File: src/rtl/tff_pkg.sv
// tff_pkg
// Shared definitions for the T-flip-flop modulo counter: default and legal
// parameter ranges, plus the wrap-aware next-count function.
// Counts are carried in a fixed 16-bit container (the widest legal counter).
// The modulus is passed as MOD-1 so that MOD = 2**16 still fits.
package tff_pkg;

    localparam int WIDTH_DEF = 4;
    localparam int MOD_DEF   = 10;
    localparam int WIDTH_MIN = 2;
    localparam int WIDTH_MAX = 16;
    localparam int MOD_MIN   = 2;

    typedef logic [WIDTH_MAX-1:0] cnt_t;

    // Next enabled count in the given direction.
    // An out-of-range count (q > mod_m1) always recovers to zero.
    function automatic cnt_t next_count(input cnt_t q, input logic up, input cnt_t mod_m1);
        cnt_t nxt;
        if (q > mod_m1) begin
            nxt = '0;
        end else if (up) begin
            nxt = (q == mod_m1) ? '0 : q + cnt_t'(1);
        end else begin
            nxt = (q == '0) ? mod_m1 : q - cnt_t'(1);
        end
        return nxt;
    endfunction

endpackage

File: src/rtl/tff_stage.sv
// tff_stage
// One T-type storage bit. The bit flips on a rising edge of Clk when T is 1.
// Ports:
//   Clk     - clock, rising edge
//   Reset_n - asynchronous active-low reset, clears Q
//   T       - toggle request for the next edge
//   Q       - stored bit
//   Q_bar   - complement of Q
module tff_stage (
    input  logic Clk,
    input  logic Reset_n,
    input  logic T,
    output logic Q,
    output logic Q_bar
);

    always_ff @(posedge Clk or negedge Reset_n) begin
        if (!Reset_n) begin
            Q <= 1'b0;
        end else begin
            Q <= Q ^ T;
        end
    end

    assign Q_bar = ~Q;

endmodule

File: src/rtl/tff_mod_counter.sv
// tff_mod_counter
// Up/down modulo-MOD counter whose state is held in one T flip-flop per bit.
// The top level chooses the next count, converts it into a toggle vector,
// and produces the terminal-count and sticky wrap flags.
//
// Optional feature macro: TFF_CNT_LOAD_EN adds the Load/Din parallel load,
// clamped to MOD-1. Without it the priority is Clr > En > hold.
//
// Ports:
//   Clk     - clock, rising edge
//   Reset_n - asynchronous active-low reset
//   En      - count enable
//   Up      - direction, 1 = increment, 0 = decrement
//   Clr     - synchronous clear to zero (highest priority)
//   Load    - synchronous load (TFF_CNT_LOAD_EN only)
//   Din     - load value (TFF_CNT_LOAD_EN only)
//   Q       - current count
//   Q_bar   - bitwise complement of Q
//   T       - toggle vector applied at the next edge
//   Tc      - terminal count: this edge wraps
//   Ovf     - sticky wrap flag, cleared by Clr or reset
module tff_mod_counter
    import tff_pkg::*;
#(
    parameter int WIDTH = WIDTH_DEF,
    parameter int MOD   = MOD_DEF
) (
    input  logic             Clk,
    input  logic             Reset_n,
    input  logic             En,
    input  logic             Up,
    input  logic             Clr,
`ifdef TFF_CNT_LOAD_EN
    input  logic             Load,
    input  logic [WIDTH-1:0] Din,
`endif
    output logic [WIDTH-1:0] Q,
    output logic [WIDTH-1:0] Q_bar,
    output logic [WIDTH-1:0] T,
    output logic             Tc,
    output logic             Ovf
);

    localparam cnt_t             MOD_M1   = cnt_t'(MOD - 1);
    localparam logic [WIDTH-1:0] MOD_M1_W = WIDTH'(MOD - 1);

    logic             load_act;
    logic [WIDTH-1:0] q_next;
    cnt_t             cnt_nxt;

`ifdef TFF_CNT_LOAD_EN
    logic [WIDTH-1:0] din_clamped;
    assign load_act    = Load;
    assign din_clamped = (cnt_t'(Din) > MOD_M1) ? MOD_M1_W : Din;
`else
    assign load_act    = 1'b0;
`endif

    assign cnt_nxt = next_count(cnt_t'(Q), Up, MOD_M1);

    always_comb begin
        q_next = Q;
        if (Clr) begin
            q_next = '0;
`ifdef TFF_CNT_LOAD_EN
        end else if (Load) begin
            q_next = din_clamped;
`endif
        end else if (En) begin
            q_next = cnt_nxt[WIDTH-1:0];
        end
    end

    // Gating with Reset_n keeps T and Tc quiet during reset; the stages
    // ignore T then anyway, but observers see a clean zero.
    assign T = Reset_n ? (Q ^ q_next) : '0;

    assign Tc = Reset_n & En & ~Clr & ~load_act &
                ((Up & (Q == MOD_M1_W)) | (~Up & (Q == '0)));

    for (genvar i = 0; i < WIDTH; i++) begin : g_bit
        tff_stage u_stage (
            .Clk     (Clk),
            .Reset_n (Reset_n),
            .T       (T[i]),
            .Q       (Q[i]),
            .Q_bar   (Q_bar[i])
        );
    end

    always_ff @(posedge Clk or negedge Reset_n) begin
        if (!Reset_n) begin
            Ovf <= 1'b0;
        end else if (Clr) begin
            Ovf <= 1'b0;
        end else if (Tc) begin
            Ovf <= 1'b1;
        end
    end

endmodule

File: config.mk
export PLATFORM = sky130hd
export DESIGN_NAME = tff_mod_counter
export DESIGN_NICKNAME = d
export VERILOG_FILES = /design/src/rtl/tff_pkg.sv /design/src/rtl/tff_stage.sv /design/src/rtl/tff_mod_counter.sv
export SDC_FILE = /design/constraint.sdc
export NUM_CORES = 1
export LEC_CHECK = 0
export CORE_MARGIN = 3
export CORE_UTILIZATION = 25
export CTS_BUF_LIST = sky130_fd_sc_hd__clkbuf_4
export DETAILED_ROUTE_END_ITERATION = 8
export GPL_TIMING_DRIVEN = 0
export MAX_ROUTING_LAYER = met4
export PLACE_DENSITY = 0.59
export SYNTH_ARGS = -nofsm -noshare
export SYNTH_HDL_FRONTEND = slang
export SYNTH_SLANG_ARGS = --single-unit
File: constraint.sdc
create_clock -name Clk -period 5.5 [get_ports Clk]
set_clock_uncertainty 0.2 [all_clocks]
set_input_delay 1.1 -clock Clk [delete_from_list [all_inputs] [get_ports Clk]]
set_output_delay 1.1 -clock Clk [all_outputs]
set_load 0.02 [all_outputs]
* Yosys cells after proc, flatten, opt, wreduce, memory -nomap -nowiden *
Index checks and enable logic that the tools add are counted.

word-level totals
  logic and storage cells = 37
  output and inout port bits = 14
  bits in registers = 5
  input port bits = 5

cells by class
  equal/unequal tests = 1
  bitwise logic cells = 17
  reductions and logical operators = 2
  $lt $le $gt $ge = 1
  $add $sub $neg = 2
  muxes and demuxes = 9

operators with widths
  kind                   number
  $mux W4                7
  $not A1 Y1             6
  $and A1 B1 Y1          5
  $add A4 B1 Y4 const B  1
  $eq A4 B4 Y1 const B   1
  $gt A4 B4 Y1 const B   1
  $logic_not A4 Y1       1
  $sub A4 B1 Y4 const B  1
  $xor A1 B1 Y1          4
  $xor A4 B4 Y4          1
  $mux W1                2
  $reduce_bool A2 Y1     1
  $or A1 B1 Y1           1

* Depth between registers and ports, before layout *
Gate-level depths: netlist of run 1.

  word-level depth = 9
  gate-level depth with buffers = 6

* Modules after synthesis *
A second synthesis of run 1 with hierarchy kept.

second synthesis, totals
  cells, all modules = 47
  area, all modules = 380.4 µm²

by module, submodules not included
  module           cells an instance  area an instance (µm²)  seq. area each (µm²)  times used
  tff_mod_counter  35                 230.2                   25.0                  1
  tff_stage        3                  37.5                    25.0                  4

* Least setup slack after synthesis of run 1 *
Ideal clock, no wire load.

  path kind = in2out
  start point = input port Up
  end point = output port T[2]
  stages on the path = 6
  arrival = 2239 ps
  path buffers = 2
  path slack = 1961 ps
  cell sequence = buf_6 or4b_4 o21ai_2 a22oi_2 mux2i_1 buf_4

between the ends
  word-level cells in the longest chain between the ends = 6

RTL lines
  what             line                   text
  start, declared  tff_mod_counter.sv:31  input logic Up,
  $mux W4          tff_pkg.sv:22          end else if (up) begin
  $mux W4          tff_pkg.sv:20          if (q > mod_m1) begin
  $mux W4          tff_mod_counter.sv:69  end else if (En) begin
  $mux W4          tff_mod_counter.sv:63  if (Clr) begin
  $xor A4 B4 Y4    tff_mod_counter.sv:76  assign T = Reset_n ? (Q ^ q_next) : '0;
  $mux W4          tff_mod_counter.sv:76
  end, declared    tff_mod_counter.sv:39  output logic [WIDTH-1:0] T,

No other way between the ends.

* Worst setup path in the final report of run 1 *
  start point = input port En
  end point = output port T[3]

between the ends
  word-level cells in the longest chain between the ends = 4

RTL lines
  what             line                   text
  start, declared  tff_mod_counter.sv:30  input logic En,
  $mux W4          tff_mod_counter.sv:69
  $mux W4          tff_mod_counter.sv:63
  $xor A4 B4 Y4    tff_mod_counter.sv:76
  $mux W4          tff_mod_counter.sv:76

No other way between the ends.

==> impl_metrics.toml, run 1 <==
[setup_path]
cp_slowest_cell = "clkdlybuf4s50_1"
crit_fanout = 10
crit_buf_inv = 4
crit_type = "in -> out"
end_kind = "output port"
crit_family = "buffers and inverters"
cp-start-kind = "input pin"
critical_path.max_stage_delay_ns = 0.59
crit_chain = "clkdlybuf4s50_1 -> clkbuf_1 -> nand4_1 -> nand3_1 -> mux2i_1 -> buf_4 -> clkdlybuf4s50_1"
cpMostUsedCell = "clkdlybuf4s50_1"
arrival_ns = 3.19
worstPathRequired_ns = 4.20

[timing]
fin_crit_ns = 4.49
rsz0062_at_grt = "no"
finalSetupViolations = 0
maxSlewViolCount = 0
worst_pin_slew_ns = 0.418
timing.fmax_mhz = 223
relSlewSlack = 0.721
hold_viol = 0
min_period_over_period = 0.817
finalSetupTns_ns = 0

[global_routing]
grt_pass1_wl_mm = 2.17
grt_use_total = 0.104
grt_max_degree = 12
antenna_found_initial = 0
grt_pass1_vias = 504
overflow = 0

[clock_tree]
clock_latency_ns = 0.24
cts_tree = "built"
clkSinkCount = 5
postCtsSetupRepairBufs = 0
h-tree-depth = 1
cts_buffer_depth = 2
cts_made_buffers = 3
clockRootBuffer = "clkbuf_4"
clk_pin_slew_ns = 0.04
cts_hold_buf = 0
cts_resized = 0

[yosys]
synth.distinct_cells = 28
yosysWarningCount = 0
synth_edf_count = 0
synthCells = 76
synthArstFlopShare = 1.00
syn_nets = 81
syn_area_um2 = 566
ys_seq_area_frac = 0.221
ys.flop_type = "dfrtp_1"
syn_avg_cell_area_um2 = 7.44
synth-seq-cells = 5

[floorplan]
die_area_mm2 = 0.00287
start_util = 0.277
die_x_um = 53.6
coreArea_mm2 = 0.00204
die_y_um = 53.6
ios = 19
rows = 16

[routing]
vias = 588
wl_mm = 1.31
wl_per_cell_um = 10.6
first_iter_violations = 24
drtAntennaViolNets = 0
firstDrtPassIters = 4
viasPerCell = 4.74
drc = 0

[power_and_ir_drop]
cellPowerDensity_mw_per_mm2 = 250
seq_power_share = 0.221
clkPwrFrac = 0.243
intPower_mw = 0.128
p_leak_nw = 0.359
comb_power_share = 0.535
p_total_mw = 0.200
peakVddDrop_v = 0.0000864
switchingPower_mw = 0.0727
p_sw_frac = 0.363

[final_layout]
nets = 103
fillers = 227
seqCellArea_um2 = 125
drive_above_1_share = 0.247
area_growth_pct = 41.4
fin_area_um2 = 800
diodes = 0
multi_input_area_um2 = 287

[min_path]
min_path_type = "reg -> reg"

[flow_run]
drv_cap = 0

[outcome]
outcome = "finished, final reports clean"

[placed_design]
dp_hpwl_um = 997
io_buffers = 17
place_congestion = 0.893
place_area_um2 = 769
synth_stat cells (2+ instances only):
cell / n / share of area
a21oi_1: 8 / 0.071
inv_1: 6 / 0.040
nand2_1: 4 / 0.027
o21ai_0: 3 / 0.027
dfrtp_1: 5 / 0.22
buf_4: 13 / 0.17
clkbuf_1: 2 / 0.013
and2_1: 2 / 0.022
buf_2: 3 / 0.027
nand3_1: 5 / 0.044
nor2_1: 6 / 0.040
mux2i_1: 3 / 0.053
layout by cell type (no fill, tap or decap):
cell type,count
or4b_4,1
o21ai_2,1
buf_4,13
nor3_1,1
buf_2,3
and3_1,1
and2_1,2
clkdlybuf4s50_1,17
buf_6,1
a21oi_1,8
mux2i_1,3
nand4_1,1
a221oi_1,1
clkbuf_4,4
nand3_1,5
a32oi_1,1
a22oi_2,1
o21ai_0,3
o21a_1,1
xor2_1,1
nand2_1,4
nand4b_1,1
o311ai_0,1
o21ai_1,1
o2111ai_1,1
inv_1,6
nor2_1,6
clkbuf_1,2
a211o_1,1
dfrtp_1,5
routing by layer:
layer,part of all wire,GRT usage,up-vias
li1,-,-,293
met1,0.43,0.126,269
met2,0.48,0.169,24
met3,0.073,0.0111,2
met4,0.014,0.0511,0
met5,0,-,-
through the flow:
stage	setup slack (ns)	utilization	hold slack [ns]	cells
after floorplan	1.96	-	0.395	76
after global placement	1.03	0.377	0.304	120
after detailed placement	1.03	0.377	0.325	120
after CTS	1.02	0.392	0.330	124
after global routing	0.845	0.392	0.345	124
final	1.01	0.392	0.322	124
cells by family (layout without fill, tap and decap cells):
family | after synthesis | count (layout) | share of synthesized area
mux | 3 | 3 | 0.0531
compound gates | 20 | 20 | 0.235
buf+inv | 25 | 46 | 0.272
simple gates | 22 | 22 | 0.204
flops | 5 | 5 | 0.221
xor+xnor | 1 | 1 | 0.0155
final timing paths:
| path | startpoint | slack [ns] | depth (start not counted) | end |
|---|---|---|---|---|
| max | En | 1.01 | 7 | T[3] |
| min | Ovf | 0.32 | 2 | Ovf |
| max reg2reg | register | 3.70 | 5 | register |
| min reg2reg | Ovf | 0.32 | 2 | Ovf |
| max in group asynchronous | Reset_n | 3.86 | 1 | Ovf |
| min in group asynchronous | Reset_n | 0.95 | 1 | async pin |
worst min-delay path: stages, from the launching register on:
cell	delay, ns
dfrtp_1	0.37
inv_1	0.05
a21oi_1	0.05
final cells by class:
type                            instances  area share
Buffer                                 19       0.164
Clock buffer                            4      0.0376
Inverter                                6      0.0282
Multi-Input combinational cell         46       0.358
Sequential cell                         5       0.156
Tap cell                               27      0.0423
Timing Repair Buffer                   17       0.213
power by group through the flow:
stage | combinational, mW | sequential (mW) | clock (mW)
detailed placement | 0.107 | 0.0448 | 0
finish | 0.107 | 0.0443 | 0.0487
global placement | 0.106 | 0.0446 | 0
global route | 0.117 | 0.0448 | 0.0510
CTS | 0.108 | 0.0442 | 0.0505
floorplan | 0.0725 | 0.0443 | 0
No activity file was read; power rests on OpenSTA's default activity.
==> inputs of run 2 (changes only) <==
clock period = 4.2 ns   (was 5.5 ns; I/O delays follow)
==> results of run 2 <==
Same layout as run 1 (identical final DEF). Status: finished, final reports clean.
Main changes from that run: setup slack after placement 1.03 ns -> 0.250 ns; setup slack after layout 1.01 ns -> 0.227 ns; register-to-register setup slack 3.70 ns -> 2.40 ns; total power 0.200 mW -> 0.262 mW; worst IR drop on VDD 0.0000864 V -> 0.000113 V
==> inputs of run 3 (changes only) <==
CORE_AREA = 3 3 40 42   (was not set)
CORE_MARGIN = not set   (was 3)
CORE_UTILIZATION = not set   (was 25)
DIE_AREA = 0 0 43 45   (was not set)
PLACE_DENSITY = 0.85   (was 0.59)
==> run 3 against run 2 <==
Net effect: combinational power about the same; register-to-register slack better by 0.06 ns; clock-buffer cell count unchanged; critical path depth unchanged; setup slack better by 0.021 ns; critical path type unchanged; critical endpoint unchanged; largest cell class unchanged; largest power group unchanged.
==> impl_metrics.toml, run 3 (same netlist as run 1, synthesis figures left out) <==
[outcome]
outcome = "finished, final reports clean"

[clock_tree]
clk_pin_slew_ns = 0.05
postCtsSetupRepairBufs = 0
clock_latency_ns = 0.24
clockRootBuffer = "clkbuf_4"
h-tree-depth = 1
cts_buffer_depth = 2
clkSinkCount = 5
cts_hold_buf = 0
cts_made_buffers = 3
cts_resized = 0
cts_tree = "built"

[routing]
firstDrtPassIters = 4
wl_per_cell_um = 11.7
first_iter_violations = 22
viasPerCell = 5.35
wl_mm = 1.31
drc = 0
drtAntennaViolNets = 0
vias = 599

[final_layout]
final_cell_mix = "17 x clkdlybuf4s50_1, 13 x buf_4, 8 x a21oi_1"
diodes = 0
fillers = 123
area_growth_pct = 38.7
drive_above_1_share = 0.247
nets = 103
fin_area_um2 = 785
layout_commonest_cell = "clkdlybuf4s50_1"
fin_cells = 112

[timing]
timing.fmax_mhz = 253
worst_hold_slack_ns = 0.333
fin_crit_ns = 3.95
rsz0062_at_grt = "no"
hold_viol = 0
maxSlewViolCount = 0
finalSetupTns_ns = 0
worst_pin_slew_ns = 0.407
finalSetupViolations = 0
relSlewSlack = 0.729
min_period_over_period = 0.941

[placed_design]
dp.cells = 108
place_congestion = 0.860
dp_hpwl_um = 977
io_buffers = 17
place_area_um2 = 754

[setup_path]
cpMostUsedCell = "clkdlybuf4s50_1"
cp_slowest_cell = "clkdlybuf4s50_1"
crit_fanout = 10
arrival_ns = 2.91
critPathLaunch = "En"
end_kind = "output port"
crit_type = "in -> out"
critical_path.max_stage_delay_ns = 0.59
reg2reg_depth = 5
worstPathRequired_ns = 3.16
crit_chain = "clkdlybuf4s50_1 -> clkbuf_1 -> nand4_1 -> nand3_1 -> mux2i_1 -> buf_4 -> clkdlybuf4s50_1"
cp-start-kind = "input pin"

[floorplan]
die_x_um = 43
coreArea_mm2 = 0.00128
die_y_um = 45
rows = 13
die_area_mm2 = 0.00194
start_util = 0.440
ios = 19

[global_routing]
grt_use_total = 0.146
overflow = 0
antenna_found_initial = 0
grt_pass1_vias = 523
grt_pass1_wl_mm = 2.10
grt_max_degree = 12

[power_and_ir_drop]
p_leak_nw = 0.359
peakVddDrop_v = 0.000147
cellPowerDensity_mw_per_mm2 = 332

[min_path]
min_path_type = "reg -> reg"
hold_depth = 2
hp-start = "Ovf"

[flow_run]
drv_cap = 0
[run 3: cell counts in the layout (fill, tap and decap cells not counted)]
No cell type changed its count.
[run 3: through the flow]
| stage | util | power (mW) | setup WS, ns |
|---|---|---|---|
| final | 0.611 | 0.260 | 0.247 |
| after global routing | 0.611 | 0.278 | 0.163 |
| after CTS | 0.611 | 0.262 | 0.259 |
| after detailed placement | 0.587 | 0.199 | 0.270 |
| after global placement | 0.587 | 0.196 | 0.273 |
| after floorplan | - | 0.153 | 1.18 |
[run 3: path summary, 6_finish.rpt]
check	end	slack, ns
worst max-delay path	T[3]	0.25
worst min-delay path	Ovf	0.33
worst max register to register	register	2.46
worst min register to register	Ovf	0.33
max in group asynchronous	async pin	2.82
min in group asynchronous	Ovf	0.70
[run 3: final cells by class]
cell class	instances	area, um2	area share
multi-input combinational	46	287	0.365
timing repair buffer	17	170	0.217
buffer	19	131	0.167
sequential	5	125	0.159
clock buffer	4	30.0	0.0383
inverter	6	22.5	0.0287
tap	15	18.8	0.0239
[run 3: critical path, delay by kind of cell]
family                 cells  cell delay (ns)
buffers and inverters      4             1.57
AND/OR/NAND/NOR            2             0.29
multiplexers               1             0.21
[run 3: routing by layer]
metal	routed length (um)	track usage	part of all wire	up-vias
met5	0	-	0	-
met4	14	0.0422	0.011	0
met3	82	0.0359	0.063	2
met2	610	0.251	0.47	31
met1	597	0.169	0.46	269
li1	-	-	-	297
[run 3: report_power, final]
group          internal (mW)  switching [mW]
clock                 0.0423          0.0186
combinational         0.0706          0.0711
sequential            0.0541         0.00354
